`config.mk`:
```
export PLATFORM = sky130hd
export DESIGN_NAME = artemis_pll_sequencer
export DESIGN_NICKNAME = d
export VERILOG_FILES = /design/src/rtl/artemis_pll_sequencer.sv
export SDC_FILE = /design/constraint.sdc
export NUM_CORES = 1
export LEC_CHECK = 0
export BUFFER_PORTS_ARGS = -buffer_cell sky130_fd_sc_hd__buf_2
export CORE_MARGIN = 2
export CORE_UTILIZATION = 40
export CTS_CLUSTER_SIZE = 10
export DETAILED_ROUTE_END_ITERATION = 16
export SYNTH_ARGS = -nofsm -noshare
export SYNTH_HDL_FRONTEND = slang
export SYNTH_SLANG_ARGS = --single-unit
```
`constraint.sdc`:
```
create_clock -name clk -period 2.3 [get_ports clk]
set_clock_uncertainty 0.1 [all_clocks]
set_input_delay 0.115 -clock clk [delete_from_list [all_inputs] [get_ports clk]]
set_output_delay 0.115 -clock clk [all_outputs]
set_load 0.05 [all_outputs]
```
`src/rtl/artemis_pll_sequencer.sv`:
```
// rtl/artemis_pll_sequencer.sv - DDR3 clock PLL reset/lock sequencer with timeout retry and sticky fault
module artemis_pll_sequencer #(
  parameter int RESET_CYCLES  = 16,
  parameter int LOCK_TIMEOUT  = 50000,
  parameter int STABLE_CYCLES = 256,
  parameter int MAX_RETRIES   = 3,
  parameter int CNT_WIDTH     = 16
) (
  input  logic       clk,
  input  logic       rst,
  input  logic       restart,
  input  logic       pll_locked,
  output logic       pll_rst,
  output logic       ddr3_rst,
  output logic       ready,
  output logic       fault,
  output logic       lock_lost,
  output logic [3:0] retry_count,
  output logic [2:0] seq_state
);

  typedef enum logic [2:0] {
    RESET_HOLD = 3'd0,
    WAIT_LOCK  = 3'd1,
    STABLE     = 3'd2,
    READY      = 3'd3,
    FAULT      = 3'd4
  } state_t;

  localparam logic [CNT_WIDTH-1:0] RESET_LAST   = CNT_WIDTH'(RESET_CYCLES - 1);
  localparam logic [CNT_WIDTH-1:0] TIMEOUT_LAST = CNT_WIDTH'(LOCK_TIMEOUT - 1);
  localparam logic [CNT_WIDTH-1:0] STABLE_LAST  = CNT_WIDTH'(STABLE_CYCLES - 1);
  localparam logic [3:0]           RETRY_LIMIT  = 4'(MAX_RETRIES);

  state_t               state;
  logic [CNT_WIDTH-1:0] cnt;
  logic                 lock_meta;
  logic                 locked_s;

  assign seq_state = state;

  always_ff @(posedge clk) begin
    if (rst) begin
      state       <= RESET_HOLD;
      cnt         <= '0;
      lock_meta   <= 1'b0;
      locked_s    <= 1'b0;
      pll_rst     <= 1'b1;
      ddr3_rst    <= 1'b1;
      ready       <= 1'b0;
      fault       <= 1'b0;
      lock_lost   <= 1'b0;
      retry_count <= 4'd0;
    end else begin
      // pll_locked comes from the PLL domain; two flops before any decision uses it
      lock_meta <= pll_locked;
      locked_s  <= lock_meta;
      lock_lost <= 1'b0;

      if (restart) begin
        state       <= RESET_HOLD;
        cnt         <= '0;
        retry_count <= 4'd0;
        fault       <= 1'b0;
        pll_rst     <= 1'b1;
        ddr3_rst    <= 1'b1;
        ready       <= 1'b0;
      end else begin
        case (state)
          RESET_HOLD: begin
            if (cnt == RESET_LAST) begin
              state   <= WAIT_LOCK;
              cnt     <= '0;
              pll_rst <= 1'b0;
            end else begin
              cnt <= cnt + 1'b1;
            end
          end

          WAIT_LOCK: begin
            if (locked_s) begin
              state <= STABLE;
              cnt   <= '0;
            end else if (cnt == TIMEOUT_LAST) begin
              cnt     <= '0;
              pll_rst <= 1'b1;
              if (retry_count == RETRY_LIMIT) begin
                state <= FAULT;
                fault <= 1'b1;
              end else begin
                state       <= RESET_HOLD;
                retry_count <= retry_count + 4'd1;
              end
            end else begin
              cnt <= cnt + 1'b1;
            end
          end

          STABLE: begin
            // a dropout here is treated as a glitch: back to waiting, no retry charged
            if (!locked_s) begin
              state <= WAIT_LOCK;
              cnt   <= '0;
            end else if (cnt == STABLE_LAST) begin
              state       <= READY;
              cnt         <= '0;
              ready       <= 1'b1;
              ddr3_rst    <= 1'b0;
              retry_count <= 4'd0;
            end else begin
              cnt <= cnt + 1'b1;
            end
          end

          READY: begin
            if (!locked_s) begin
              state     <= RESET_HOLD;
              cnt       <= '0;
              lock_lost <= 1'b1;
              ready     <= 1'b0;
              ddr3_rst  <= 1'b1;
              pll_rst   <= 1'b1;
            end
          end

          FAULT: begin
            pll_rst  <= 1'b1;
            ddr3_rst <= 1'b1;
            ready    <= 1'b0;
            fault    <= 1'b1;
          end

          default: begin
            state    <= RESET_HOLD;
            cnt      <= '0;
            pll_rst  <= 1'b1;
            ddr3_rst <= 1'b1;
            ready    <= 1'b0;
          end
        endcase
      end
    end
  end

endmodule
```
# Word level (Yosys, flattened, before mapping)
# Index checks and enable logic that the tools add are counted.
# word_totals
register_bits,30
input_bits,4
output_inout_bits,12
wordCells,84
# classes
add_sub_neg,2
eq_ne,18
mux,38
bitwise,4
reduce_logical,12
# op_table
cell,n
16-bit two-way mux,6
16-bit case mux with 5 select lines,1
3-bit two-way mux,7
4-bit two-way mux,5
16-bit by 1-bit adder with 16-bit output (second input constant),1
16-bit == test (second input constant),1
16-bit by 4-bit == test with 1-bit output (second input constant),1
16-bit by 8-bit == test with 1-bit output (second input constant),1
2-bit inequality test (second input constant),8
3-bit case mux with 5 select lines,1
1-bit two-way mux,13
5-bit AND reduction,2
4-bit case mux with 2 select lines,1
4-bit AND reduction,2
3-bit by 2-bit == test with 1-bit output (second input constant),2
3-bit inequality test (second input constant),2
1-bit case mux with 3 select lines,2
6-bit AND reduction,1
4-bit by 1-bit adder with 4-bit output (second input constant),1
4-bit by 2-bit == test with 1-bit output (second input constant),1
1-bit NOT,4
1-bit case mux with 4 select lines,1
2-bit nonzero test,2
2-bit OR reduction,2
other kinds (6),6

# Logic depth before layout (Yosys ltp)
# Gate-level depths: netlist of run 1.
# depth
ltp_word,5
ltp_mapped,8
ltp_nobuf,7

# Worst setup path before layout of run 1
# No wires, ideal clock.
# synth_timing
path_type,register to register
start,register state[1] (netlist: seq_state[1])
end,register cnt[10]
setup_ps,106
arrival_time_ps,2323
required_ps,2094
path_slack_ps,-229
path_stages_with_launch,9
n_path_buf,2
period_less_slack_ps,2529
cell_sequence,dfxtp_1 clkbuf_1 nor3b_1 nand2_1 a2bb2oi_2 a21oi_1 clkbuf_1 nand3_1 o311ai_0
# synth_via
elab_chain_cells,3
elab_cells_between_ends,9
cone_classes,eq/ne: 5; mux: 1; bitwise: 1; reduce/logical: 2
# synth_rtl
element,line_no,rtl
start: declaration,35,state_t state;
start signal: assignment,44,state <= RESET_HOLD;
start signal: assignment,61,state <= RESET_HOLD;
start signal: assignment,72,state <= WAIT_LOCK;
3-bit by 2-bit == test with 1-bit output / 3-bit == test (equally long branches),69,case (state)
2-bit inequality test (no source line) / 1-bit NOT (equally long branches),n/a,
2-bit AND reduction (no source line),n/a,
end signal: assignment,76,cnt <= cnt + 1'b1;
end signal: assignment,95,cnt <= cnt + 1'b1;
end signal: assignment,111,cnt <= cnt + 1'b1;
end: declaration,36,logic [CNT_WIDTH-1:0] cnt;
# Several ways; a longest one is shown, not always the timed one.
# A chain may end at the register's enable or synchronous reset.

# Worst setup path after layout of run 1
# layout_timing
start,register cnt[4]
end,register state[0] (netlist: seq_state[0])
# layout_via
elab_chain_cells,3
elab_cells_between_ends,7
cone_classes,eq/ne: 6; reduce/logical: 1
# layout_rtl
element,line_no,rtl
16-bit by 8-bit == test with 1-bit output (tied with other cells),104,end else if (cnt == STABLE_LAST) begin
3-bit inequality test (no source line) / 2-bit inequality test (equally long branches),n/a,
5-bit AND reduction (no source line) *,n/a,
end signal: assignment,102,state <= WAIT_LOCK;
end signal: assignment,105,state <= READY;
end signal: assignment,117,state <= RESET_HOLD;
# Every way passes the cells marked *; elsewhere a longest branch is shown, timed or not.

==> impl_metrics.ini, run 1 <==
[outcome]
status = finished with violations
violations = setup timing

[floorplan]
row_count = 22
die_h_um = 65.9
die_area_um2 = 4340
core_area_um2 = 3660
start_util_pct = 41.8
io_pins = 16
fp.dieW_um = 65.9

[route]
totalWireLength_um = 3810
wl_per_cell_um = 13.3
final_antenna_net_count = 0
routed_via_density = 5.43
drt_pass1_iterations = 4
via_count = 1552
drt_iter0_drc = 79
drc = 0

[cts]
cts_buffers = 5
cts_sinks = 30
ctsHtreeMaxLevel = 2
path_clk_slew_ps = 60
cts_tree = done
insertion_delay_ps = 280
cts_buffer_depth = 2
cts-root-buf = clkbuf_8

[global_route]
grt_pass1_wl_um = 6710
grtUsageTotal_pct = 20.1
antenna_found_initial = 0
gr-total-overflow = 0
grt_pass1_vias = 1534
grt_max_degree = 15

[yosys]
synth_ff_type = dfxtp_1
async_reset_ff_share_pct = 0
yosysWarnings = 0
yosysTopAreaCellShare_pct = 39.2
yosysUniqueCellTypes = 43
syn_inst = 190
netlist_top_cells_area = dfxtp_1 39%, nand2_1 5.4%, a21oi_1 3.9%
synth.largest_area_cell = dfxtp_1
synth-edff-count = 0
syn_avg_cell_area_um2 = 8.06
ys_ff_latch = 30
synthesis.area_um2 = 1530
synth_most_common_cell = dfxtp_1
ys_top_cells_by_count = 30 x dfxtp_1, 22 x nand2_1, 15 x nor2_1
yosysSeqAreaShare_pct = 39.2
synth_fp_nets = 196

[critical_path]
critPathRequiredTime_ps = 2420
critical_path.max_fanout = 3
cp.buffers_inverters = 0
critical_path_class = flop to flop
cp_common_cell = or4_1
worstSetupStartpointType = flop
worst_path_max_delay_cell = or4_4
worstPathCellList = or4_1 > or4_4 > a2bb2oi_4 > nand2_2 > or4_1 > a21oi_2
end_kind = flop
cp_slowest_stage_delay_ps = 570
crit_cells = 6
critPathTopFamily = simple AND/OR/NAND/NOR gates
rr_worst_depth = 6
crit_arrival_ps = 2500

[timing]
period_minus_slack_ps = 2380
min_period_over_period_pct = 104
final_hold_viol_count = 0
max_freq_mhz = 420
holdWs_ps = 110
fin_ws_ps = -81.2
slew_viol_final = 0
setup_viol = 5
maxSlewHeadroom_pct = 41.3
tightest_slew_ps = 877
rsz0062_at_grt = yes

[placement]
pre_cts_ws_ps = -197
dp.cells = 275
globalplace.congestion = 0.776
io_buffers = 15
dpl.hpwl_um = 2850

[cells_and_area]
drive_above_1_share_pct = 34.0
nNetsFinal = 243
diodes = 0
area_growth_pct = 35.4
fin_cells = 286

[pwr]
p_leak_nw = 0.809
power.density_nw_per_um2 = 481
ir_drop_v = 0.000226
p_total_mw = 0.998

[worst_hold_path]
hold_path_depth = 4
worstHoldPathType = input port to flop

[run]
drv_cap = 0
[cells in the final DEF (no fill, tap or decap), drive strengths merged, types with 4 or more instances in the layout]
cell / count
a21oi: 12
buf: 47
nor2: 15
o21ai: 13
inv: 5
nand2: 23
and3: 4
nand4: 5
nand3: 11
nor3: 7
or4: 5
clkbuf: 7
dfxtp: 30
nor2b: 4
o311ai: 6
[repair_timing]
action                                  4_1_cts  5_1_grt
buffers inserted                              0        1
pin swaps                                     2        5
resized for setup                             6       11
hold buffers                                  2        0
endpoints found under the hold margin         2        0
endpoints found under the setup margin       12       23
[worst paths after layout]
kind / from / end / slack, ps
worst max-delay path: cnt[4] / seq_state[0] / -80
worst min-delay path: restart / pll_rst / 110
worst max register to register: cnt[4] / seq_state[0] / -80
worst min register to register: lock_meta / locked_s / 360
[worst register-to-register path: cells and delay by family, from the launching register on]
kind | cells | cell delay, ps
AO/OA/AOI/OAI | 2 | 330
flip-flops | 1 | 310
AND/OR/NAND/NOR | 4 | 1590
[state kept, by name, indices dropped and copies added, names as in the netlist]
signal,count
cnt,16
retry_count,4
seq_state,3
ddr3_rst,1
fault,1
lock_lost,1
lock_meta,1
locked_s,1
pll_rst,1
ready,1
[final cells by class]
type,instances,area (µm²)
Inverter,5,18.8
Clock buffer,7,86.3
Sequential cell,30,606
Fill cell,343,1590
Multi-Input combinational cell,146,950
Tap cell,48,60.1
Timing Repair Buffer,49,348
Clock inverter,1,5.00
[metal layers]
metal  up-vias  part of all wire, %  GRT usage, %
li1        793                    -             -
met1       723                   43          22.5
met2        30                   52          36.7
met3         6                  3.9          5.11
met4         0                  1.4          6.25
met5         -                    0             0
[power by group]
group	switching (mW)	internal [mW]
Clock	0.193	0.241
Combinational	0.0213	0.0181
Sequential	0.00158	0.523
[cells by family (layout without fill, tap and decap cells)]
family	after synthesis	count (layout)	synth area share, %
muxes	1	1	0.654
xor gates and xnor gates	5	5	2.86
adders and majority gates	2	2	1.63
buffers and inverters	14	62	3.60
and+or+nand+nor	91	91	31.3
AOI/OAI and AO/OA	47	47	20.8
DFF	30	30	39.2
[through the flow]
step                instance area [µm²]  util (%)  TNS (ps)
detailed placement                 1880      51.5     -1320
global placement                   1880      51.5      -570
floorplan                          1540         -     -20.8
CTS                                2030      55.5     -84.3
finish                             2070      56.6      -178
global route                       2070      56.6     -1310
No activity file was read; power rests on OpenSTA's default activity.
==> run 2: changes to the inputs <==
- ABC_AREA: unset -> 1
- CAP_MARGIN: unset -> 20
- SLEW_MARGIN: unset -> 10
==> run 2 against run 1 <==
  * The flow now finishes without violations
  * Count of clock-buffer cells in the layout did not move
  * Final area fell by 11%
  * Register-to-register slack improved by 580 ps
  * Synthesized cell count rose by 27%
  * Critical path depth rose by 2
  * Highest routed layer unchanged
  * Critical path type unchanged
  * Non-clock buffer count fell by 30
==> impl_metrics.ini, run 2 <==
[placement]
dp.cells = 304
io_buffers = 15
globalplace.congestion = 0.829
dpl.hpwl_um = 2700

[cts]
cts_buffer_depth = 2
cts_buffers = 5
cts_tree = done
path_clk_slew_ps = 70
ctsHtreeMaxLevel = 2
post-cts-setup-buffer-count = 0
cts_sinks = 30
insertion_delay_ps = 290
cts-root-buf = clkbuf_8

[global_route]
grt_pass1_wl_um = 6180
antenna_found_initial = 0
grt_max_degree = 13
grtUsageTotal_pct = 18.5
gr-total-overflow = 0
grt_pass1_vias = 1400

[route]
drt_pass1_iterations = 4
drt_iter0_drc = 94
final_antenna_net_count = 0
via_count = 1540
routed_via_density = 4.90
wl_per_cell_um = 11.4
drc = 0
totalWireLength_um = 3600

[critical_path]
worstPathCellList = ha_1 > nand3_1 > nor2_1 > nand3_1 > nand2_1 > nand3_1 > nand2_1 > a21oi_1
crit_arrival_ps = 1850
critPathRequiredTime_ps = 2350
cp_slowest_stage_delay_ps = 370
end_kind = flop
worstSetupStartpointType = flop
cp_common_cell = nand3_1
critical_path_class = flop to flop
worst_path_max_delay_cell = dfxtp_1
critical_path.max_fanout = 8

[timing]
final_hold_viol_count = 0
timing.setup.tns_ps = 0
period_minus_slack_ps = 1800
max_freq_mhz = 554
setup_viol = 0
min_period_over_period_pct = 78.4
rsz0062_at_grt = no
tightest_slew_ps = 431
maxSlewHeadroom_pct = 71.2
slew_viol_final = 0

[pwr]
ir_drop_v = 0.000390
power.density_nw_per_um2 = 540
p_leak_nw = 0.785
p_total_mw = 0.992

[cells_and_area]
area_growth_pct = 15.7
nNetsFinal = 271
utilization_pct = 49.1
top_register = cnt
n_fill_cell = 432
largest_reg_flops = 16
final_common_cell = nand2_1
fin_cells = 314
final_cell_mix = 61 x nand2_1, 48 x nor2_1, 30 x dfxtp_1
drive_above_1_share_pct = 12.8
diodes = 0

[yosys]
synth_ff_type = dfxtp_1
netlist_top_cells_area = dfxtp_1 38%, nand2_1 14%, nor2_1 11%
synthAdderAreaFrac_pct = 1.58
syn_inst = 242
synthMuxAreaShare_pct = 0
ys_ff_latch = 30
yosysTopAreaCellShare_pct = 37.8
yosys.area_share.simple_pct = 42.6
ys_top_cells_by_count = 61 x nand2_1, 48 x nor2_1, 30 x dfxtp_1
synth_compound_area_share_pct = 6.70
async_reset_ff_share_pct = 0
synth_most_common_cell = nand2_1
synth-edff-count = 0
synth_fp_nets = 248
synthXorXnorAreaFrac_pct = 3.86
synth_top_family_by_area = simple AND/OR/NAND/NOR gates
yosysSeqAreaShare_pct = 37.8
syn_avg_cell_area_um2 = 6.56
synth.largest_area_cell = dfxtp_1
synthesis.area_um2 = 1590
yosysUniqueCellTypes = 25
yosysWarnings = 0

[floorplan]
start_util_pct = 42.4
row_count = 22
die_area_um2 = 4490
io_pins = 16
core_area_um2 = 3740
fp.dieW_um = 67.0
die_h_um = 67.0

[run]
drv_cap = 0

[worst_hold_path]
worstHoldPathType = input port to flop

[outcome]
status = completed
## run 2: cell count changes in the layout (fill, tap and decap cells not counted), moves of 6 or more
cell      before  now
o311ai_0       6    0
nand2_1       22   61
nand3_1       10   19
buf_4         31    2
nor2_1        14   48
inv_1          5   27
## run 2: stage by stage
| stage | area [µm²] | hold slack (ps) | setup slack (ps) |
|---|---|---|---|
| after floorplan | 1590 | 86.2 | 496 |
| after global placement | 1730 | 209 | 554 |
| after detailed placement | 1730 | 212 | 500 |
| after CTS | 1840 | 5.74 | 488 |
| after global routing | 1840 | 21.0 | 304 |
| final | 1840 | 9.95 | 496 |
## run 2: final cells by class
cell class | count | area (µm²) | share of cell area [%]
clock inverter | 1 | 5.00 | 0.272
inverter | 28 | 105 | 5.72
multi-input combinational | 181 | 870 | 47.3
tap | 48 | 60.1 | 3.27
timing repair buffer | 19 | 110 | 5.99
sequential | 30 | 601 | 32.7
clock buffer | 7 | 86.3 | 4.70
## run 2: per-layer routing
layer  share of wire [%]  global-route usage [%]
met5                   0                       0
met4                 1.8                    7.65
met3                 4.0                    4.05
met2                  42                    28.3
met1                  52                    24.8
## run 2: power by group
part / leakage [nW] / switching, mW / internal (mW)
clock network: 0.0482 / 0.202 / 0.241
logic: 0.495 / 0.0137 / 0.00886
registers: 0.242 / 0.00309 / 0.523
total: 0.785 / 0.219 / 0.773
## run 2: path summary, 6_finish.rpt
check / slack, ps / start / cells after the start / to
worst min register to register: 300 / lock_meta / 2 / locked_s
worst min-delay path: 10 / restart / 3 / ddr3_rst
worst max-delay path: 500 / cnt[0] / 8 / retry_count[1]
worst max register to register: 500 / cnt[0] / 8 / retry_count[1]
## run 2: cells by family (layout without fill, tap and decap cells)
group / Yosys count / count (layout)
xor+xnor: 7 / 7
compound gates: 20 / 20
flops: 30 / 30
buf+inv: 31 / 55
simple gates: 152 / 152
fa+ha+maj: 2 / 2
## run 2: what timing repair did
action,in CTS,in global routing
resized for setup,0,0
hold buffers,2,0
endpoints found under the hold margin,2,0
## run 2: critical path, delay by kind of cell (launching register included)
kind | cells | cell delay, ps
and+or+nand+nor | 6 | 930
DFF | 1 | 370
adders and majority gates | 1 | 200
AOI/OAI and AO/OA | 1 | 60
